### src/rtl/uart_rx_fifo_if.sv
// Read-side bus of the UART receiver: FIFO pop handshake, FIFO status,
// frame-in-progress indication and the sticky error flags with their clear.
//   slave  : the receiver (drives data/status, samples rd_en/err_clr)
//   master : the consumer (IOBUS peripheral decoder or testbench)
interface uart_rx_fifo_if #(
  parameter int DATA_BITS = 8,
  parameter int ADDR_W    = 4
);
  logic                 rd_en;
  logic                 err_clr;
  logic [DATA_BITS-1:0] rd_data;
  logic                 empty;
  logic                 full;
  logic [ADDR_W:0]      count;
  logic                 busy;
  logic                 parity_err;
  logic                 frame_err;
  logic                 overrun;

  modport slave (
    input  rd_en, err_clr,
    output rd_data, empty, full, count, busy, parity_err, frame_err, overrun
  );

  modport master (
    output rd_en, err_clr,
    input  rd_data, empty, full, count, busy, parity_err, frame_err, overrun
  );
endinterface

### src/rtl/uart_rx_fifo.sv
// UART receiver with oversampled majority-vote bit recovery, configurable
// data width / parity / stop bits, a first-word-fall-through RX FIFO and
// sticky error flags.
// Ports:
//   clk    system clock
//   rst_n  asynchronous active-low reset
//   rx     serial input, idle high, asynchronous to clk
//   bus    uart_rx_fifo_if.slave: rd_en, rd_data, empty, full, count, busy,
//          parity_err, frame_err, overrun, err_clr
//
// state | meaning
// IDLE  | line idle, waiting for a falling edge on rx_s
// START | start bit; a voted 1 is treated as a glitch
// DATA  | shifting payload bits in, LSB first
// PAR   | parity bit, mismatch is recorded
// STOP  | stop bit(s); push happens at the final stop-bit vote
// BRK   | stop bit was low; waiting for the line to return high
module uart_rx_fifo #(
  parameter int CLK_DIV    = 4,
  parameter int OVERSAMPLE = 16,
  parameter int DATA_BITS  = 8,
  parameter int PARITY     = 0,
  parameter int STOP_BITS  = 1,
  parameter int FIFO_DEPTH = 16,
  parameter int ADDR_W     = 4
) (
  input  logic          clk,
  input  logic          rst_n,
  input  logic          rx,
  uart_rx_fifo_if.slave bus
);
  localparam int DIV_W = (CLK_DIV > 1) ? $clog2(CLK_DIV) : 1;
  localparam int OS_W  = $clog2(OVERSAMPLE);
  localparam int BC_W  = $clog2(DATA_BITS + 1);
  localparam int MID   = OVERSAMPLE / 2;
  localparam logic [ADDR_W:0] FULL_CNT = (ADDR_W + 1)'(FIFO_DEPTH);

  typedef enum logic [2:0] {IDLE, START, DATA, PAR, STOP, BRK} state_t;

  logic rx_meta_q, rx_s_q, rx_prev_q;
  state_t state_q, state_d;
  logic [DIV_W-1:0]     div_q, div_d;
  logic [OS_W-1:0]      os_q, os_d;
  logic [BC_W-1:0]      bit_q, bit_d;
  logic                 stop_idx_q, stop_idx_d;
  logic [1:0]           smp_q, smp_d;
  logic [DATA_BITS-1:0] shift_q, shift_d;
  logic                 par_bad_q, par_bad_d;
  logic                 busy_q, busy_d;
  logic                 parity_err_q, parity_err_d;
  logic                 frame_err_q, frame_err_d;
  logic                 overrun_q, overrun_d;
  logic [ADDR_W-1:0]    wr_ptr_q, wr_ptr_d, rd_ptr_q, rd_ptr_d;
  logic [ADDR_W:0]      count_q, count_d;
  logic [DATA_BITS-1:0] mem_q [FIFO_DEPTH];

  logic tick, start_edge, decide, bit_end, vote, exp_par;
  logic push, pop, push_ok, full, empty, par_evt, frame_evt;

  assign tick       = (div_q == DIV_W'(CLK_DIV - 1));
  assign start_edge = rx_prev_q & ~rx_s_q;
  assign decide     = tick && (os_q == OS_W'(MID + 1));
  assign bit_end    = tick && (os_q == OS_W'(OVERSAMPLE - 1));
  // Third sample is the live value at the decision tick.
  assign vote       = (smp_q[0] & smp_q[1]) | (smp_q[0] & rx_s_q) | (smp_q[1] & rx_s_q);
  assign exp_par    = (PARITY == 1) ? ~^shift_q : ^shift_q;

  assign full    = (count_q == FULL_CNT);
  assign empty   = (count_q == '0);
  assign pop     = bus.rd_en & ~empty;
  // A full FIFO still accepts a push when the head leaves on the same edge.
  assign push_ok = push & (~full | pop);

  always_comb begin
    state_d    = state_q;
    div_d      = tick ? '0 : div_q + 1'b1;
    os_d       = os_q;
    bit_d      = bit_q;
    stop_idx_d = stop_idx_q;
    smp_d      = smp_q;
    shift_d    = shift_q;
    par_bad_d  = par_bad_q;
    push       = 1'b0;
    par_evt    = 1'b0;
    frame_evt  = 1'b0;

    if (tick) begin
      os_d = bit_end ? '0 : os_q + 1'b1;
      if (os_q == OS_W'(MID - 1)) smp_d[0] = rx_s_q;
      if (os_q == OS_W'(MID))     smp_d[1] = rx_s_q;
    end

    case (state_q)
      IDLE: begin
        os_d       = '0;
        bit_d      = '0;
        stop_idx_d = 1'b0;
        par_bad_d  = 1'b0;
        if (start_edge) begin
          state_d = START;
          div_d   = '0;
        end
      end
      START: begin
        if (decide && vote) state_d = IDLE;
        else if (bit_end)   state_d = DATA;
      end
      DATA: begin
        if (decide) begin
          shift_d = {vote, shift_q[DATA_BITS-1:1]};
          bit_d   = bit_q + 1'b1;
        end
        if (bit_end && bit_q == BC_W'(DATA_BITS))
          state_d = (PARITY != 0) ? PAR : STOP;
      end
      PAR: begin
        if (decide) begin
          par_bad_d = (vote != exp_par);
          par_evt   = (vote != exp_par);
        end
        if (bit_end) state_d = STOP;
      end
      STOP: begin
        if (decide) begin
          if (!vote) begin
            frame_evt = 1'b1;
            state_d   = BRK;
          end else if (stop_idx_q == 1'(STOP_BITS - 1)) begin
            push    = ~par_bad_q;
            state_d = IDLE;
          end else begin
            stop_idx_d = 1'b1;
          end
        end
      end
      BRK:     if (rx_s_q) state_d = IDLE;
      default: state_d = IDLE;
    endcase

    busy_d       = (state_d != IDLE);
    parity_err_d = (parity_err_q & ~bus.err_clr) | par_evt;
    frame_err_d  = (frame_err_q & ~bus.err_clr) | frame_evt;
    overrun_d    = (overrun_q & ~bus.err_clr) | (push & ~push_ok);

    wr_ptr_d = push_ok ? wr_ptr_q + 1'b1 : wr_ptr_q;
    rd_ptr_d = pop ? rd_ptr_q + 1'b1 : rd_ptr_q;
    count_d  = count_q;
    if (push_ok && !pop)      count_d = count_q + 1'b1;
    else if (!push_ok && pop) count_d = count_q - 1'b1;
  end

  always_ff @(posedge clk or negedge rst_n) begin
    if (!rst_n) begin
      rx_meta_q    <= 1'b1;
      rx_s_q       <= 1'b1;
      rx_prev_q    <= 1'b1;
      state_q      <= IDLE;
      div_q        <= '0;
      os_q         <= '0;
      bit_q        <= '0;
      stop_idx_q   <= 1'b0;
      smp_q        <= 2'b11;
      shift_q      <= '0;
      par_bad_q    <= 1'b0;
      busy_q       <= 1'b0;
      parity_err_q <= 1'b0;
      frame_err_q  <= 1'b0;
      overrun_q    <= 1'b0;
      wr_ptr_q     <= '0;
      rd_ptr_q     <= '0;
      count_q      <= '0;
    end else begin
      rx_meta_q    <= rx;
      rx_s_q       <= rx_meta_q;
      rx_prev_q    <= rx_s_q;
      state_q      <= state_d;
      div_q        <= div_d;
      os_q         <= os_d;
      bit_q        <= bit_d;
      stop_idx_q   <= stop_idx_d;
      smp_q        <= smp_d;
      shift_q      <= shift_d;
      par_bad_q    <= par_bad_d;
      busy_q       <= busy_d;
      parity_err_q <= parity_err_d;
      frame_err_q  <= frame_err_d;
      overrun_q    <= overrun_d;
      wr_ptr_q     <= wr_ptr_d;
      rd_ptr_q     <= rd_ptr_d;
      count_q      <= count_d;
    end
  end

  // Storage needs no reset: rd_data is forced to 0 whenever the FIFO is empty.
  always_ff @(posedge clk) begin
    if (push_ok) mem_q[wr_ptr_q] <= shift_q;
  end

  assign bus.rd_data    = empty ? '0 : mem_q[rd_ptr_q];
  assign bus.empty      = empty;
  assign bus.full       = full;
  assign bus.count      = count_q;
  assign bus.busy       = busy_q;
  assign bus.parity_err = parity_err_q;
  assign bus.frame_err  = frame_err_q;
  assign bus.overrun    = overrun_q;
endmodule

### src/flat_wrapper.sv
// flat-port wrapper written by rule: the top's interface ports become plain ports
module uart_rx_fifo_flat 
#(
  parameter int CLK_DIV    = 4,
  parameter int OVERSAMPLE = 16,
  parameter int DATA_BITS  = 8,
  parameter int PARITY     = 0,
  parameter int STOP_BITS  = 1,
  parameter int FIFO_DEPTH = 16,
  parameter int ADDR_W     = 4
)
  (clk, rst_n, rx, bus_rd_en, bus_err_clr, bus_rd_data, bus_empty, bus_full, bus_count, bus_busy, bus_parity_err, bus_frame_err, bus_overrun);
  uart_rx_fifo_if #(.DATA_BITS(DATA_BITS), .ADDR_W(ADDR_W)) bus_i ();
  input  logic clk;
  input  logic rst_n;
  input  logic rx;
  input wire logic [$bits(bus_i.rd_en)-1:0] bus_rd_en;
  input wire logic [$bits(bus_i.err_clr)-1:0] bus_err_clr;
  output wire logic [$bits(bus_i.rd_data)-1:0] bus_rd_data;
  output wire logic [$bits(bus_i.empty)-1:0] bus_empty;
  output wire logic [$bits(bus_i.full)-1:0] bus_full;
  output wire logic [$bits(bus_i.count)-1:0] bus_count;
  output wire logic [$bits(bus_i.busy)-1:0] bus_busy;
  output wire logic [$bits(bus_i.parity_err)-1:0] bus_parity_err;
  output wire logic [$bits(bus_i.frame_err)-1:0] bus_frame_err;
  output wire logic [$bits(bus_i.overrun)-1:0] bus_overrun;
  assign bus_i.rd_en = bus_rd_en;
  assign bus_i.err_clr = bus_err_clr;
  assign bus_rd_data = bus_i.rd_data;
  assign bus_empty = bus_i.empty;
  assign bus_full = bus_i.full;
  assign bus_count = bus_i.count;
  assign bus_busy = bus_i.busy;
  assign bus_parity_err = bus_i.parity_err;
  assign bus_frame_err = bus_i.frame_err;
  assign bus_overrun = bus_i.overrun;
  uart_rx_fifo #(.CLK_DIV(CLK_DIV), .OVERSAMPLE(OVERSAMPLE), .DATA_BITS(DATA_BITS), .PARITY(PARITY), .STOP_BITS(STOP_BITS), .FIFO_DEPTH(FIFO_DEPTH), .ADDR_W(ADDR_W)) u_core (.clk(clk), .rst_n(rst_n), .rx(rx), .bus(bus_i));
endmodule
### config.mk
export PLATFORM = sky130hd
export DESIGN_NAME = uart_rx_fifo_flat
export DESIGN_NICKNAME = d
export VERILOG_FILES = /design/src/rtl/uart_rx_fifo_if.sv /design/src/rtl/uart_rx_fifo.sv /design/src/flat_wrapper.sv
export SDC_FILE = /design/constraint.sdc
export NUM_CORES = 1
export LEC_CHECK = 0
export ABC_AREA = 1
export CAP_MARGIN = 20
export CORE_MARGIN = 3
export CORE_UTILIZATION = 50
export DETAILED_ROUTE_END_ITERATION = 7
export GPL_TIMING_DRIVEN = 1
export PLACE_DENSITY = 0.77
export SETUP_SLACK_MARGIN = 0.2
export SYNTH_ARGS = -nofsm -noshare
export SYNTH_HDL_FRONTEND = slang
export SYNTH_SLANG_ARGS = --single-unit
### constraint.sdc
create_clock -name clk -period 5.7 [get_ports clk]
set_clock_uncertainty 0.1 [all_clocks]
set_input_delay 0.855 -clock clk [delete_from_list [all_inputs] [get_ports clk]]
set_output_delay 0.855 -clock clk [all_outputs]
set_load 0.03 [all_outputs]
==> flow_summary.json <==
{
  "cts-root-buf": "clkbuf_16",
  "vias_per_cell": 5.395,
  "cp_max_fo": 18,
  "diodes": 0,
  "final_hold_viol_count": 0,
  "synthAdderAreaFrac_pct": 2.702,
  "min_path_type": "in2async",
  "max-vdd-ir-drop_mv": 0.2831,
  "clkTransAtPathRegs_ns": 0.07,
  "layout.cells.non_filler": 957,
  "cts_resized": 0,
  "rsz0062_at_grt": "no",
  "period_minus_slack_ns": 4.088,
  "avgRoutedWirePerCell_um": 16.85,
  "ys_types": 35,
  "fin_nets": 781,
  "r2r_slack_ns": 2.87,
  "cp-end-kind": "output pin",
  "synth-simple-area-share_pct": 24.21,
  "grt_use_met3_pct": 4.830,
  "syn_inst": 741,
  "routed_wl_mm": 16.12,
  "r2r-start": "u_core.bus.count[1]$_DFFE_PN0P_",
  "core_area_mm2": 0.01481,
  "antenna_found_initial": 0,
  "route.detailed.drc": 0,
  "ys_dominant_reg_cell": "edfxtp_1",
  "synth_nets": 762,
  "cts.sinks": 173,
  "path_class": "reg2out",
  "synth_top_family_by_area": "simple AND/OR/NAND/NOR gates",
  "relSlewSlack_pct": 35.37,
  "io_buffers": 23,
  "globalRouteMet1Util_pct": 28.15,
  "avgSynthCellArea_um2": 10.37,
  "synth_warnings": 0,
  "synth_xor_area_share_pct": 1.481,
  "dp_cells": 923,
  "reg2reg_to": "u_core.bus.count[4]$_DFFE_PN0P_",
  "met2_usage_pct": 33.39,
  "grt_max_degree": 67,
  "post_cts_buffers": 0,
  "slew_viol_final": 0,
  "cts_tree": "built",
  "hpwl_mm": 10.10,
  "ios": 24,
  "startpoint": "u_core.rd_ptr_q[2]$_DFFE_PN0P_",
  "setup_viol": 0,
  "area_delta_synth_final_pct": 13.09,
  "start_util_pct": 51.90,
  "cp-start-kind": "register",
  "synthArstFlopShare_pct": 26.01,
  "hold_buffers": 0,
  "drive_gt1_share_pct": 7.633,
  "grt-ovfl-total": 0,
  "ys_ff_latch": 173,
  "gp_congestion": 0.8404,
  "num_rows": 44,
  "worstRegToRegCells": 15,
  "grt_pass1_wl_mm": 26.47,
  "clk_latency_ns": 0.44,
  "vias": 5163,
  "first_pass_iters": 5,
  "cts_inserted_buffers": 17,
  "fmax_mhz": 244.6,
  "leakage_nw": 3.708,
  "cts_buffer_depth": 2,
  "worstPathRequired_ns": 4.74,
  "tns_ns": 0,
  "die_w_um": 130.0,
  "synth_compound_area_share_pct": 2.588,
  "antenna_left": 0,
  "worst_slew_pin_slew_ns": 0.9635,
  "fill_cells": 1172,
  "synth.area.mux_share_pct": 0,
  "drt-initial-drc-count": 659,
  "cp.arrival_ns": 3.13,
  "htree_levels": 4,
  "power_per_cell_area_mw_per_mm2": 436.8,
  "grt_pass1_vias": 5061,
  "fp.dieH_um": 130.0,
  "grt-busiest-layer": "met2",
  "timing.final.crit_share_pct": 71.72,
  "ys_seq_area_share_pct": 64.74,
  "die-area_mm2": 0.01690,
  "outcome": "finished, final reports clean",
  "grt_util_all_layers_pct": 20.82,
  "synth_edf_count": 128,
  "cap_violations": 0,
  "syn-cell-area_mm2": 0.007686
}
cell usage after synthesis, types with 2 or more instances:
cell      count  area share, %
a21oi_1      12           0.78
buf_2        16            1.0
clkbuf_1     10           0.49
clkinv_1      4           0.20
dfrtp_1      40             13
dfstp_2       5            1.7
edfxtp_1    128             50
ha_1         15            2.4
inv_1        45            2.2
inv_2         6           0.29
nand2_1     243             12
nand2_4       4           0.59
nand3_1     115            7.5
nand4_1       3           0.24
nor2_1       40            2.0
nor2_4        3           0.44
nor2_8        2           0.52
nor3_1        4           0.26
o21ai_0      19            1.2
xnor2_1       2           0.23
xor2_1       11            1.3
cells in the final DEF (no fill, tap or decap), drive strengths merged, types with 5 or more instances in the layout:
master and instances:
clkinv 9, dfstp 5, nand3 116, dfrtp 40
nor2 45, ha 15, inv 56, clkbuf 18
edfxtp 128, xor2 11, buf 5, clkdlybuf4s50 22
o21ai 19, a21oi 12, nand2 248
registers in the layout, indices dropped and copies added, names as in the netlist:
name and flops:
u_core.smp_q 2, u_core.shift_q 8, u_core.mem_q 128, u_core.rx_meta_q 1, u_core.bus.frame_err 1, u_core.bus.count 5, u_core.par_bad_q 1, u_core.div_q 2
u_core.os_q 4, u_core.state_q 3, u_core.bus.overrun 1, u_core.bit_q 4, u_core.rx_prev_q 1, u_core.bus.busy 1, u_core.stop_idx_q 1, u_core.wr_ptr_q 4
u_core.rx_s_q 1, u_core.rd_ptr_q 4, u_core.bus.parity_err 1
metrics by stage:
step / utilization (%) / area (um^2) / power, mW / worst slack [ns] / hold WS (ns)
floorplan: - / 7686 / 2.246 / 2.826 / 0.2452
finish: 58.69 / 8692 / 3.796 / 1.612 / 0.2562
CTS: 58.42 / 8652 / 3.790 / 1.615 / 0.2559
global route: 58.69 / 8692 / 3.975 / 1.401 / 0.2687
global placement: 54.26 / 8035 / 2.557 / 2.134 / 0.2464
detailed placement: 54.26 / 8035 / 2.574 / 2.115 / 0.2470
where the power goes:
group | switching (mW) | internal [mW]
Clock | 0.487 | 0.735
Sequential | 0.0781 | 1.40
Combinational | 0.732 | 0.367
Total | 1.30 | 2.50
critical path, cell delays in order (launching register included):
cell,delay (ns)
dfrtp_1,0.75
clkinv_1,0.75
nand3_1,0.35
nand2_1,0.10
nand2_1,0.07
a21oi_1,0.07
clkdlybuf4s50_1,0.60
final cells by class:
type,instances,area (um^2),area share [%]
Multi-Input combinational cell,486,2381,27.39
Tap cell,184,230.2,2.649
Clock inverter,14,187.7,2.159
Timing Repair Buffer,27,280.3,3.224
Inverter,55,206.4,2.375
Sequential cell,173,4977,57.26
Clock buffer,18,429.2,4.937
per-layer routing:
| layer | vias to the layer above | wire [um] |
|---|---|---|
| met1 | 2429 | 6985 |
| met2 | 185 | 7706 |
| li1 | 2527 | - |
| met5 | - | 0 |
| met3 | 22 | 1201 |
| met4 | 0 | 227 |
how the worst max path moves through the flow:
stage,endpoint,slack (ns),depth (start not counted)
2_1_floorplan,u_core.bus.count[4]$_DFFE_PN0P_,2.83,15
3_3_place_gp,bus_rd_data[4],2.13,8
3_5_place_dp,bus_rd_data[0],2.12,8
4_1_cts,bus_rd_data[0],1.62,8
5_1_grt,bus_rd_data[3],1.40,7
6_report,bus_rd_data[1],1.61,6
kinds of logic after synthesis:
kind of cell             Yosys count
AND/OR/NAND/NOR                  420
buffers and inverters             82
adder cells (fa/ha/maj)           16
flip-flops                       173
AO/OA/AOI/OAI                     37
XOR/XNOR                          13
Note: power is estimated with default switching activity, not from simulation.
